===== config.mk =====
export PLATFORM = sky130hd
export DESIGN_NAME = apb_slave_regfile
export DESIGN_NICKNAME = d
export VERILOG_FILES = /design/src/rtl/apb_slave_regfile.sv
export SDC_FILE = /design/constraint.sdc
export NUM_CORES = 1
export LEC_CHECK = 0
export ABC_AREA = 1
export BUFFER_PORTS_ARGS = -buffer_cell sky130_fd_sc_hd__buf_4
export CAP_MARGIN = 0
export CORE_MARGIN = 2
export CORE_UTILIZATION = 61
export CTS_BUF_LIST = sky130_fd_sc_hd__clkbuf_8 sky130_fd_sc_hd__clkbuf_16
export CTS_CLUSTER_SIZE = 12
export DETAILED_ROUTE_END_ITERATION = 10
export PLACE_DENSITY = 0.79
export REMOVE_ABC_BUFFERS = 1
export SYNTH_ARGS = -nofsm -noshare
export SYNTH_HDL_FRONTEND = slang
export SYNTH_SLANG_ARGS = --single-unit
export TNS_END_PERCENT = 10

===== constraint.sdc =====
create_clock -name hclk -period 8.1 [get_ports hclk]
set_input_delay 1.215 -clock hclk [delete_from_list [all_inputs] [get_ports hclk]]
set_output_delay 1.215 -clock hclk [all_outputs]
set_load 0.03 [all_outputs]

===== src/rtl/apb_slave_regfile.sv =====
// APB register file: six RW registers, a transfer counter and an ID word.
// Define APB_SLVERR_EN to flag RO writes and unmapped accesses on pslverr.
module apb_slave_regfile #(
  parameter int unsigned WAIT_STATES = 0,
  parameter logic [31:0] ID_VALUE    = 32'hA5B0_0001
) (
  input  logic        hclk,
  input  logic        hreset,
  input  logic        psel,
  input  logic        penable,
  input  logic        pwrite,
  input  logic [31:0] paddr,
  input  logic [31:0] pwdata,
  output logic [31:0] prdata,
  output logic        pready,
  output logic        pslverr
);

  typedef enum logic [1:0] {
    IDLE,
    SETUP,
    ACCESS
  } state_t;

  state_t      state;
  state_t      state_nxt;
  logic [3:0]  cnt;
  logic [3:0]  cnt_nxt;

  logic        wr_q;
  logic [5:0]  idx_q;
  logic [31:0] wdata_q;

  logic [31:0] regs [6];
  logic [31:0] xfer_cnt;

  logic        done;
  logic        rw_hit;
  logic        cnt_hit;
  logic        id_hit;
  logic        err;
  logic [31:0] rd_mux;
  logic        unused_ok;

  assign unused_ok = ^{paddr[31:8], paddr[1:0]};

  assign done    = (state == ACCESS) && (cnt == 4'd0);
  assign rw_hit  = (idx_q < 6'd6);
  assign cnt_hit = (idx_q == 6'd6);
  assign id_hit  = (idx_q == 6'd7);

  always_comb begin
    state_nxt = state;
    cnt_nxt   = cnt;
    unique case (state)
      IDLE: begin
        if (psel && !penable) state_nxt = SETUP;
      end
      SETUP: begin
        state_nxt = ACCESS;
        cnt_nxt   = 4'(WAIT_STATES);
      end
      ACCESS: begin
        if (cnt == 4'd0) begin
          if (psel && !penable) state_nxt = SETUP;
          else                  state_nxt = IDLE;
        end else if (!psel) begin
          state_nxt = IDLE;
        end else begin
          cnt_nxt = cnt - 4'd1;
        end
      end
      default: state_nxt = IDLE;
    endcase
  end

  always_comb begin
    rd_mux = '0;
    unique case (1'b1)
      rw_hit:  rd_mux = regs[idx_q[2:0]];
      cnt_hit: rd_mux = xfer_cnt;
      id_hit:  rd_mux = ID_VALUE;
      default: rd_mux = '0;
    endcase
  end

`ifdef APB_SLVERR_EN
  assign err = !(rw_hit || cnt_hit || id_hit) ||
               (wr_q && (cnt_hit || id_hit));
`else
  assign err = 1'b0;
`endif

  // Gating with hreset keeps outputs quiet even if reset lands mid-ACCESS.
  assign pready  = !hreset && done;
  assign prdata  = (pready && !wr_q) ? rd_mux : '0;
  assign pslverr = pready && err;

  always_ff @(posedge hclk) begin
    if (hreset) begin
      state    <= IDLE;
      cnt      <= '0;
      wr_q     <= 1'b0;
      idx_q    <= '0;
      wdata_q  <= '0;
      xfer_cnt <= '0;
      for (int i = 0; i < 6; i++) regs[i] <= '0;
    end else begin
      state <= state_nxt;
      cnt   <= cnt_nxt;
      if (state == SETUP) begin
        wr_q    <= pwrite;
        idx_q   <= paddr[7:2];
        wdata_q <= pwdata;
      end
      if (done) begin
        xfer_cnt <= xfer_cnt + 32'd1;
        if (wr_q && rw_hit) regs[idx_q[2:0]] <= wdata_q;
      end
    end
  end

endmodule


### Word level (Yosys, flattened, before mapping)

Memories as Yosys holds them, arrays and structs flattened. A register that Yosys moved wholly into a read port is not among the register bits.
Index checks and enable logic that the tools add are counted.

| word-level totals | value |
|---|---|
| memories kept | 1 |
| word-level logic and storage cells | 53 |
| input bits | 69 |
| bits in registers | 77 |
| memory bits (writable) | 192 |
| output and inout port bits | 34 |

Memories:

| name | depth | width | read ports | clocked after memory_dff | write ports | line | source |
|---|---|---|---|---|---|---|---|
| regs | 6 | 32 | 1 | 1 | 6 | 34 | `logic [31:0] regs [6];` |

| cells by class | value |
|---|---|
| multiplexer cells | 21 |
| order comparisons | 1 |
| equal/unequal tests | 8 |
| reduce and logical (&&, ||, !) cells | 14 |
| add/subtract/negate cells | 2 |

Operators by type and width:

| cell | number |
|---|---|
| $pmux W32 S3 | 1 |
| $mux W32 | 2 |
| $add A32 B1 Y32 const B | 1 |
| $reduce_or A32 Y1 | 1 |
| $eq A6 B3 Y1 const B | 2 |
| $mux W3 | 3 |
| $mux W1 | 8 |
| $mux W4 | 2 |
| $pmux W4 S2 | 1 |
| $lt A6 B3 Y1 const B | 1 |
| $mux W2 | 3 |
| $ne A2 B2 Y1 const B | 3 |
| $pmux W2 S3 | 1 |
| $logic_and A1 B1 Y1 | 5 |
| $logic_not A4 Y1 | 1 |
| $sub A4 B1 Y4 const B | 1 |
| $logic_not A1 Y1 | 3 |
| $ne A3 B2 Y1 const B | 1 |
| $reduce_and A3 Y1 | 1 |
| $eq A2 B1 Y1 const B | 1 |
| $eq A2 B2 Y1 const B | 1 |
| $logic_not A2 Y1 | 1 |
| $reduce_and A2 Y1 | 1 |
| $reduce_bool A2 Y1 | 1 |

### Longest topological paths before layout

Gate-level depths: netlist of the first run.

| depth | value |
|---|---|
| depth after elaboration | 8 |
| depth in mapped cells | 11 |
| mapped depth without buffers | 11 |

### Worst setup path after synthesis of the first run

No wires, ideal clock.

| timing | value |
|---|---|
| path type | in2reg |
| start | input hreset |
| end | memory regs[1][0] (enable) |
| arrival | 4.102 ns |
| stages on the path | 5 |
| data required time | 7.634 ns |
| slack | 3.532 ns |
| setup time | 0.466 ns |
| buffers on the path | 0 |
| cells stage by stage | nor2_4 -> inv_2 -> nor2_8 -> nand3_2 -> o21ai_0 |

RTL lines:

| element | line | source |
|---|---|---|
| from (decl) | 8 | `input logic hreset,` |
| to (decl) | 34 |  |

==> impl_metrics.env, run 1 <==
export IMPL_drive_gt1_share_pct=8.98
export IMPL_slew_viol_final=0
export IMPL_antenna_found_initial=0
export IMPL_cp_required_ns=6.88
export IMPL_crit_path_end_kind="output pin"
export IMPL_grt_most_used_layer="met2"
export IMPL_grt_first_pass_wirelength_um=60100
export IMPL_htreeDepth=2
export IMPL_dp_hpwl_um=21700
export IMPL_power_leakage_nw=6.50
export IMPL_via_per_inst=5.71
export IMPL_clock_latency_ns=0.52
export IMPL_first_iter_violations=1356
export IMPL_cts_tree="done"
export IMPL_diodes=0
export IMPL_ys_warnings_count=0
export IMPL_final_common_cell="nor2_1"
export IMPL_postRouteAntennaNets=0
export IMPL_worst_path_max_fanout=112
export IMPL_die_h_um=161
export IMPL_grt_use_met1_pct=39.9
export IMPL_ir_drop_mv=0.184
export IMPL_syn_area_mm2=0.0150
export IMPL_overflow=0
export IMPL_area_growth_pct=13.7
export IMPL_hold_slack_ns=0.455
export IMPL_synthCells=1643
export IMPL_cts_resized=0
export IMPL_first_global_vias=11800
export IMPL_path_class="reg -> out"
export IMPL_worst_pin_slew_ns=1.25
export IMPL_cts_hold_buf=0
export IMPL_initial_core_util_pct=61.9
export IMPL_arrival_ns=3.55
export IMPL_vias=12000
export IMPL_finalWirelength_um=38200
export IMPL_first_pass_iters=6
export IMPL_finalInstanceArea_mm2=0.0170
export IMPL_syn_area_per_cell_um2=9.11
export IMPL_status="complete, no violations"
export IMPL_core_mm2=0.0242
export IMPL_powerDensity_mw_per_mm2=215
export IMPL_timing_final_crit_share_pct=58.8
export IMPL_tns_ns=0
export IMPL_relSlewSlack_pct=16.9
export IMPL_cp_start_kind="flop"
export IMPL_die_area_mm2=0.0258
export IMPL_gr_usage_met2_pct=49.7
export IMPL_hold_class="reg -> reg"
export IMPL_utilization_pct=70.4
export IMPL_placementRows=57
export IMPL_power_total_mw=3.67
export IMPL_placed_cell_area_mm2=0.0159
export IMPL_final_setup_skew_ns=0.0131
export IMPL_yosysUniqueCellTypes=31
export IMPL_cts_buffers_inserted=36
export IMPL_ios=103
export IMPL_ys_seq_area_share_pct=62.0
export IMPL_dp_slack_ns=3.43
export IMPL_final_cells=2095
export IMPL_rsz0062_at_grt="false"
export IMPL_synth_seq_cells=336
export IMPL_final_fill_count=1829
export IMPL_finalNetCount=1816
export IMPL_period_minus_slack_ns=4.77
export IMPL_cts_root_buf="clkbuf_16"
export IMPL_clock_sinks=336
export IMPL_met3_usage_pct=4.05
export IMPL_fmax_mhz=210
export IMPL_port_buffer_count=75
export IMPL_drc=0
export IMPL_grt_max_degree=113
export IMPL_cts_setup_buffers=0
export IMPL_dp_cells=2031
export IMPL_maxCapViolations=0
export IMPL_clkTransAtPathRegs_ns=0.06
export IMPL_final_cell_mix="nor2_1 (327), nand2_1 (287), edfxtp_1 (256)"
export IMPL_setup_slack_ns=3.33
export IMPL_wl_per_cell_um=18.2
export IMPL_place_congestion=0.899
export IMPL_cts_path_max_buffers=3
export IMPL_report_final_hold_viol_count=0
export IMPL_setup_violations=0
export IMPL_track_usage_pct=29.9
export IMPL_chipWidth_um=161
logic make-up (layout without fill, tap and decap cells):
| group | count (synthesis) | after routing | share of synthesized area, % |
|---|---|---|---|
| adder cells (fa/ha/maj) | 2 | 2 | 0.167 |
| other | 1 | 65 | 0.0250 |
| AND/OR/NAND/NOR | 759 | 759 | 20.6 |
| AO/OA/AOI/OAI | 319 | 319 | 11.0 |
| flip-flops | 336 | 336 | 62.0 |
| buffers and inverters | 223 | 287 | 5.99 |
| XOR/XNOR | 3 | 3 | 0.176 |
routing by layer:
layer	vias to the layer above	share of wire (%)	routed length, µm
li1	5649	-	-
met2	611	48	18200
met5	-	0	0
met3	130	9.5	3630
met1	5563	39	15000
met4	0	3.4	1290
cell usage after synthesis (all sizes together):
| library cell | count | area share [%] |
|---|---|---|
| a211oi | 2 | 0.10 |
| a21oi | 120 | 4.0 |
| dfxtp | 80 | 11 |
| o21bai | 1 | 0.050 |
| o22ai | 1 | 0.042 |
| conb | 1 | 0.025 |
| nand4 | 11 | 0.46 |
| o21ai | 179 | 6.0 |
| clkinv | 2 | 0.050 |
| nor3 | 42 | 1.4 |
| xor2 | 3 | 0.18 |
| inv | 125 | 3.1 |
| nand3 | 80 | 2.7 |
| and3 | 2 | 0.084 |
| nand2 | 289 | 7.3 |
| o211ai | 16 | 0.80 |
| buf | 30 | 1.2 |
| nor3b | 2 | 0.10 |
| nor2 | 333 | 8.5 |
| clkbuf | 66 | 1.7 |
| edfxtp | 256 | 51 |
| ha | 2 | 0.17 |
worst paths after layout:
kind | from | to | slack (ns) | cells after the start
max | flop | prdata[25] | 3.33 | 9
min | idx_q[4]$_SDFFE_PP0P_ | idx_q[4]$_SDFFE_PP0P_ | 0.45 | 2
max reg2reg | cnt[0]$_SDFFE_PP0P_ | regs[2][15]$_SDFFCE_PN0P_ | 3.76 | 11
min reg2reg | idx_q[4]$_SDFFE_PP0P_ | idx_q[4]$_SDFFE_PP0P_ | 0.45 | 2
critical path: stages (launching register included):
cell and delay, ns:
dfxtp_4 0.53, clkinv_2 0.30, buf_4 0.99, nand2_1 0.15, nand3_1 0.13, nand2_1 0.10
a21oi_1 0.13, o21ai_0 0.17, a21oi_1 0.27, buf_4 0.23
where the power goes:
| part | internal, mW | switching [mW] |
|---|---|---|
| clock network | 0.869 | 0.643 |
| registers | 1.90 | 0.0227 |
| logic | 0.0657 | 0.162 |
| total | 2.84 | 0.828 |
flip-flops by register name, summed over array words and instances, names as in the netlist, named ones only:
name / cells
idx_q: 6
cnt: 4
regs: 256
wdata_q: 32
xfer_cnt: 32
state: 2
wr_q: 1
area by class of cell:
| cell class | instances | area (µm²) | share of cell area [%] |
|---|---|---|---|
| Inverter | 127 | 478 | 2.81 |
| Sequential cell | 336 | 9290 | 54.6 |
| Multi-Input combinational cell | 1148 | 5040 | 29.6 |
| Clock inverter | 23 | 90.1 | 0.529 |
| Tap cell | 324 | 405 | 2.38 |
| Timing Repair Buffer | 96 | 721 | 4.23 |
| Clock buffer | 41 | 992 | 5.83 |
No activity file was read; power rests on OpenSTA's default activity.
==> run 2: changes to the inputs <==
--- a/config.mk
+++ b/config.mk
@@ -5,15 +5,15 @@
 export SDC_FILE = /design/constraint.sdc
 export NUM_CORES = 1
 export LEC_CHECK = 0
-export ABC_AREA = 1
+export ABC_AREA = 0
 export BUFFER_PORTS_ARGS = -buffer_cell sky130_fd_sc_hd__buf_4
 export CAP_MARGIN = 0
 export CORE_MARGIN = 2
-export CORE_UTILIZATION = 61
+export CORE_UTILIZATION = 60
 export CTS_BUF_LIST = sky130_fd_sc_hd__clkbuf_8 sky130_fd_sc_hd__clkbuf_16
 export CTS_CLUSTER_SIZE = 12
 export DETAILED_ROUTE_END_ITERATION = 10
-export PLACE_DENSITY = 0.79
+export PLACE_DENSITY = 0.78
 export REMOVE_ABC_BUFFERS = 1
 export SYNTH_ARGS = -nofsm -noshare
 export SYNTH_HDL_FRONTEND = slang
==> constraint.sdc (replaced) <==
create_clock -name hclk -period 4.6 [get_ports hclk]
set_input_delay 0.69 -clock hclk [delete_from_list [all_inputs] [get_ports hclk]]
set_output_delay 0.69 -clock hclk [all_outputs]
set_load 0.03 [all_outputs]
==> impl_metrics.env, run 2 <==
export IMPL_status="complete, no violations"
export IMPL_first_pass_iters=5
export IMPL_worstPathCellList="inv_1 > ha_1 > nor4bb_1 > buf_4 > nand3b_1 > nor3_2 > buf_4 > o2bb2ai_1 > buf_4"
export IMPL_path_class="reg -> out"
export IMPL_cts_resized=0
export IMPL_area_growth_pct=15.5
export IMPL_reg2reg_depth=8
export IMPL_critPathSlowestCell="buf_4"
export IMPL_cp_start_kind="flop"
export IMPL_synth_edff_count=256
export IMPL_cts_tree="done"
export IMPL_cts_hold_buf=0
export IMPL_final_fill_count=1637
export IMPL_clkTransAtPathRegs_ns=0.06
export IMPL_final_setup_skew_ns=0.0100
export IMPL_hold_class="in -> reg"
export IMPL_arrival_ns=2.76
export IMPL_synth_top_cell_area_share_pct=54.0
export IMPL_r2r_start="cnt[0]$_SDFFE_PP0P_"
export IMPL_min_path_cells=2
export IMPL_r2r_end="regs[4][15]$_SDFFCE_PN0P_"
export IMPL_rsz0062_at_grt="false"
export IMPL_maxCapViolations=0
export IMPL_crit_path_end_kind="output pin"
export IMPL_wl_per_cell_um=21.3
export IMPL_die_area_mm2=0.0250
export IMPL_finalNetCount=1272
export IMPL_relSlewSlack_pct=26.5
export IMPL_die_h_um=158
export IMPL_place_congestion=0.813
export IMPL_slew_viol_final=0
export IMPL_ys_seq_area_share_pct=65.2
export IMPL_track_usage_pct=27.3
export IMPL_powerDensity_mw_per_mm2=383
export IMPL_setup_violations=0
export IMPL_placementRows=56
export IMPL_synth_largest_area_cell="edfxtp_1"
export IMPL_netlist_top_cells_count="edfxtp_1 (256), nor2_1 (148), nand2_1 (122)"
export IMPL_power_leakage_nw=5.88
export IMPL_synth_seq_cells=336
export IMPL_regMostFlops="regs"
export IMPL_syn_area_mm2=0.0142
export IMPL_clock_sinks=336
export IMPL_cts_root_buf="clkbuf_16"
export IMPL_worstHoldEndpoint="state[0]$_SDFFE_PP0P_"
export IMPL_async_flop_share_pct=0
export IMPL_antenna_found_initial=0
export IMPL_first_global_vias=9375
export IMPL_cts_buffers_inserted=35
export IMPL_dp_hpwl_um=19200
export IMPL_worst_path_max_fanout=24
export IMPL_synth_area_leaders="edfxtp_1 (54%), dfxtp_1 (11%), mux4_2 (10%), nor2_1 (3.9%), nand2_1 (3.2%)"
export IMPL_final_common_cell="edfxtp_1"
export IMPL_ir_drop_mv=0.253
export IMPL_cts_setup_buffers=0
export IMPL_final_cell_mix="edfxtp_1 (256), nor2_1 (148), nand2_1 (122)"
export IMPL_setup_worst_path_start="cnt[0]$_SDFFE_PP0P_"
export IMPL_cts_path_max_buffers=3
export IMPL_core_mm2=0.0234
export IMPL_timing_final_crit_share_pct=75.0
export IMPL_ys_flop_type="edfxtp_1"
export IMPL_chipWidth_um=158
export IMPL_worst_pin_slew_ns=1.10
export IMPL_synthCells=1076
export IMPL_drc=0
export IMPL_syn_area_per_cell_um2=13.2
export IMPL_initial_core_util_pct=60.8
export IMPL_max_stage_delay_ns=0.36
export IMPL_grt_max_degree=49
export IMPL_drive_gt1_share_pct=18.2
export IMPL_port_buffer_count=75
export IMPL_htreeDepth=2
export IMPL_top_regs="regs (256), wdata_q (32), xfer_cnt (32)"
export IMPL_via_per_inst=5.96
export IMPL_final_cells=1546
export IMPL_overflow=0
export IMPL_cp_required_ns=3.91
export IMPL_r2r_slack_ns=1.40
export IMPL_largest_reg_flops=256
export IMPL_period_minus_slack_ns=3.45
export IMPL_diodes=0
export IMPL_grt_first_pass_wirelength_um=50500
export IMPL_report_final_hold_viol_count=0
export IMPL_hp_start="penable"
export IMPL_ys_warnings_count=0
export IMPL_finalWirelength_um=32900
export IMPL_fmax_mhz=290
export IMPL_synth_most_common_cell="edfxtp_1"
export IMPL_clock_latency_ns=0.51
export IMPL_dp_cells=1483
export IMPL_vias=9211
export IMPL_postRouteAntennaNets=0
export IMPL_cp_common_cell="buf_4"
export IMPL_first_iter_violations=792
export IMPL_ios=103
export IMPL_yosysUniqueCellTypes=45
export IMPL_tns_ns=0
## run 2: cell count changes in the layout (fill, tap and decap cells not counted), moves of 33 or more
cell	before	now
inv_1	136	57
nor2_1	327	148
nand3_1	78	14
mux4_2	0	64
a21oi_1	120	64
o21ai_0	178	10
nor3_1	42	5
nand2_1	287	122
mux2i_1	0	33
## run 2: through the flow
stage          setup WS [ns]  cell area [µm²]  total power [mW]  hold slack, ns  util, %
3_5_place_dp            1.16            15400              3.70           0.458     65.6
5_1_grt                 1.03            16400              6.48           0.352     70.3
3_3_place_gp            1.23            15400              3.69           0.452     65.6
6_report                1.15            16400              6.29           0.354     70.3
4_1_cts                 1.16            16400              6.33           0.340     70.3
2_1_floorplan         0.0605            14200              3.59           0.438        -
## run 2: how the worst max path moves through the flow
| stage | endpoint | slack [ns] |
|---|---|---|
| global placement | regs[4][15]$_SDFFCE_PN0P_ | 1.23 |
| global route | prdata[12] | 1.03 |
| CTS | prdata[12] | 1.16 |
| detailed placement | regs[4][17]$_SDFFCE_PN0P_ | 1.16 |
| floorplan | prdata[0] | 0.06 |
| finish | prdata[12] | 1.15 |
## run 2: worst max-delay path, delay by kind of cell, from the launching register on
| family | cells | cell delay [ns] |
|---|---|---|
| adder cells (fa/ha/maj) | 1 | 0.20 |
| buffers and inverters | 4 | 0.89 |
| AND/OR/NAND/NOR | 3 | 0.57 |
| AO/OA/AOI/OAI | 1 | 0.25 |
| flip-flops | 1 | 0.32 |
## run 2: layout make-up
class	count	area (µm²)	share of cell area (%)
clock inverter	22	111	0.677
inverter	38	143	0.867
timing repair buffer	97	741	4.50
sequential	336	9300	56.5
tap	319	399	2.43
clock buffer	41	981	5.97
multi-input combinational	693	4770	29.0
## run 2: logic make-up (layout without fill, tap and decap cells)
family	count (synthesis)	in the layout	share of synthesized area, %
compound gates	122	122	5.31
xor+xnor	11	11	0.677
fa+ha+maj	2	2	0.176
buf+inv	111	198	3.08
flops	336	336	65.2
mux	97	97	12.4
other cells	1	65	0.0263
simple gates	396	396	13.0
## run 2: power breakdown
group | internal [mW] | total [mW] | switching [mW]
combinational | 0.110 | 0.257 | 0.147
sequential | 3.34 | 3.38 | 0.0406
clock | 1.56 | 2.65 | 1.09
## run 2: per-layer routing
metal / wire (µm) / global-route usage (%) / vias up / share of wire, %
li1: - / - / 4136 / -
met4: 1280 / 12.6 / 0 / 3.9
met3: 2090 / 3.67 / 87 / 6.4
met5: 0 / 0 / - / 0
met2: 17100 / 48.7 / 404 / 52
met1: 12300 / 33.2 / 4584 / 38
==> run 3: changes to the inputs <==
==> constraint.sdc (replaced) <==
create_clock -name hclk -period 3.55 [get_ports hclk]
set_input_delay 0.5325 -clock hclk [delete_from_list [all_inputs] [get_ports hclk]]
set_output_delay 0.5325 -clock hclk [all_outputs]
set_load 0.03 [all_outputs]
==> impl_metrics.env, run 3 (synthesis gave the netlist of run 2 again) <==
export IMPL_core_mm2=0.0234
export IMPL_cts_root_buf="clkbuf_16"
export IMPL_worst_path_max_fanout=24
export IMPL_initial_core_util_pct=60.8
export IMPL_power_internal_mw=6.48
export IMPL_port_buffer_count=75
export IMPL_cts_path_max_buffers=3
export IMPL_finalWirelength_um=33200
export IMPL_path_class="reg -> out"
export IMPL_p_sw_mw=1.68
export IMPL_period_minus_slack_ns=3.37
export IMPL_dp_hpwl_um=19100
export IMPL_finalInstanceArea_mm2=0.0166
export IMPL_drive_gt1_share_pct=18.2
export IMPL_status="complete, no violations"
export IMPL_hold_slack_ns=0.192
export IMPL_tns_ns=0
export IMPL_die_area_mm2=0.0250
export IMPL_cp_start_kind="flop"
export IMPL_timing_final_crit_share_pct=95.1
export IMPL_clock_sinks=336
export IMPL_seqPwrFrac_pct=53.7
export IMPL_grt_first_pass_wirelength_um=50300
export IMPL_relSlewSlack_pct=25.4
export IMPL_final_setup_skew_ns=0.00766
export IMPL_placed_cell_area_mm2=0.0155
export IMPL_diodes=0
export IMPL_overflow=0
export IMPL_final_common_cell="edfxtp_1"
export IMPL_powerDensity_mw_per_mm2=493
export IMPL_first_iter_violations=769
export IMPL_clkTransAtPathRegs_ns=0.06
export IMPL_first_pass_iters=5
export IMPL_placementRows=56
export IMPL_grt_max_degree=65
export IMPL_postRouteAntennaNets=0
export IMPL_top_regs="regs (256), wdata_q (32), xfer_cnt (32)"
export IMPL_maxCapViolations=0
export IMPL_first_global_vias=9084
export IMPL_hold_class="in -> reg"
export IMPL_power_switching_share_pct=20.6
export IMPL_p_clk_share_pct=42.0
export IMPL_p_comb_share_pct=4.3
export IMPL_setup_violations=0
export IMPL_ios=103
export IMPL_rsz0062_at_grt="false"
export IMPL_largest_reg_flops=256
export IMPL_via_per_inst=5.95
export IMPL_fmax_mhz=296
export IMPL_final_fill_count=1609
export IMPL_regMostFlops="regs"
export IMPL_worst_pin_slew_ns=1.12
export IMPL_ir_drop_mv=0.420
export IMPL_drc=0
export IMPL_track_usage_pct=27.5
export IMPL_cts_tree="done"
export IMPL_die_h_um=158
export IMPL_clock_latency_ns=0.52
export IMPL_slew_viol_final=0
export IMPL_cts_buffers_inserted=35
export IMPL_final_cells=1547
export IMPL_cts_hold_buf=0
export IMPL_finalNetCount=1275
export IMPL_chipWidth_um=158
export IMPL_vias=9198
export IMPL_arrival_ns=2.84
export IMPL_cts_resized=0
export IMPL_place_congestion=0.807
export IMPL_htreeDepth=2
export IMPL_cts_setup_buffers=0
export IMPL_power_leakage_nw=5.91
export IMPL_wl_per_cell_um=21.5
export IMPL_cp_required_ns=3.02
export IMPL_area_growth_pct=16.3
export IMPL_crit_path_end_kind="output pin"
export IMPL_report_final_hold_viol_count=0
export IMPL_dp_cells=1486
export IMPL_final_cell_mix="edfxtp_1 (256), nor2_1 (148), nand2_1 (122)"
export IMPL_antenna_found_initial=0
[run 3: power groups by stage]
stage | registers, mW | clock network [mW] | logic (mW)
floorplan | 4.46 | 0 | 0.189
global placement | 4.46 | 0 | 0.344
detailed placement | 4.46 | 0 | 0.349
CTS | 4.38 | 3.45 | 0.351
global route | 4.39 | 3.61 | 0.378
finish | 4.38 | 3.42 | 0.352
[run 3: path summary, 6_finish.rpt]
check                               start  slack [ns]  depth (start not counted)                         to
setup / recovery      cnt[0]$_SDFFE_PP0P_        0.18                          8                 prdata[12]
hold / removal                    penable        0.19                          2      state[0]$_SDFFE_PP0P_
setup reg to reg      cnt[0]$_SDFFE_PP0P_        0.95                          8  regs[3][31]$_SDFFCE_PN0P_
hold reg to reg   wdata_q[9]$_SDFFE_PP0P_        0.46                          2    wdata_q[9]$_SDFFE_PP0P_
[run 3: critical path, cell delays in order, from the launching register on]
cell	delay (ns)
dfxtp_1	0.32
inv_1	0.08
ha_1	0.20
nor4bb_1	0.51
nand3b_1	0.18
nor3_2	0.17
buf_4	0.38
o2bb2ai_1	0.24
buf_4	0.23
[run 3: through the flow]
step                util, %  total power, mW  worst slack [ns]
floorplan                 -             4.65            -0.832
global placement       66.1             4.80             0.795
detailed placement     66.1             4.81             0.791
CTS                    70.7             8.19             0.214
global route           70.7             8.38            0.0410
finish                 70.7             8.16             0.175
[run 3: final cells by class]
| class | count | area, µm² | area share (%) |
|---|---|---|---|
| clock inverter | 19 | 71.3 | 0.431 |
| inverter | 38 | 143 | 0.862 |
| tap | 319 | 399 | 2.41 |
| multi-input combinational | 693 | 4770 | 28.8 |
| sequential | 336 | 9300 | 56.2 |
| timing repair buffer | 100 | 863 | 5.22 |
| clock buffer | 42 | 1010 | 6.08 |
[run 3: metal layers]
layer  share of wire (%)  GRT usage, %  wire, µm  up-vias
met1                  38          34.8     12500     4531
li1                    -             -         -     4153
met5                   0             0         0        -
met2                  51          47.6     16900      419
met4                 3.8          12.1      1270        0
met3                 7.6          4.02      2540       95
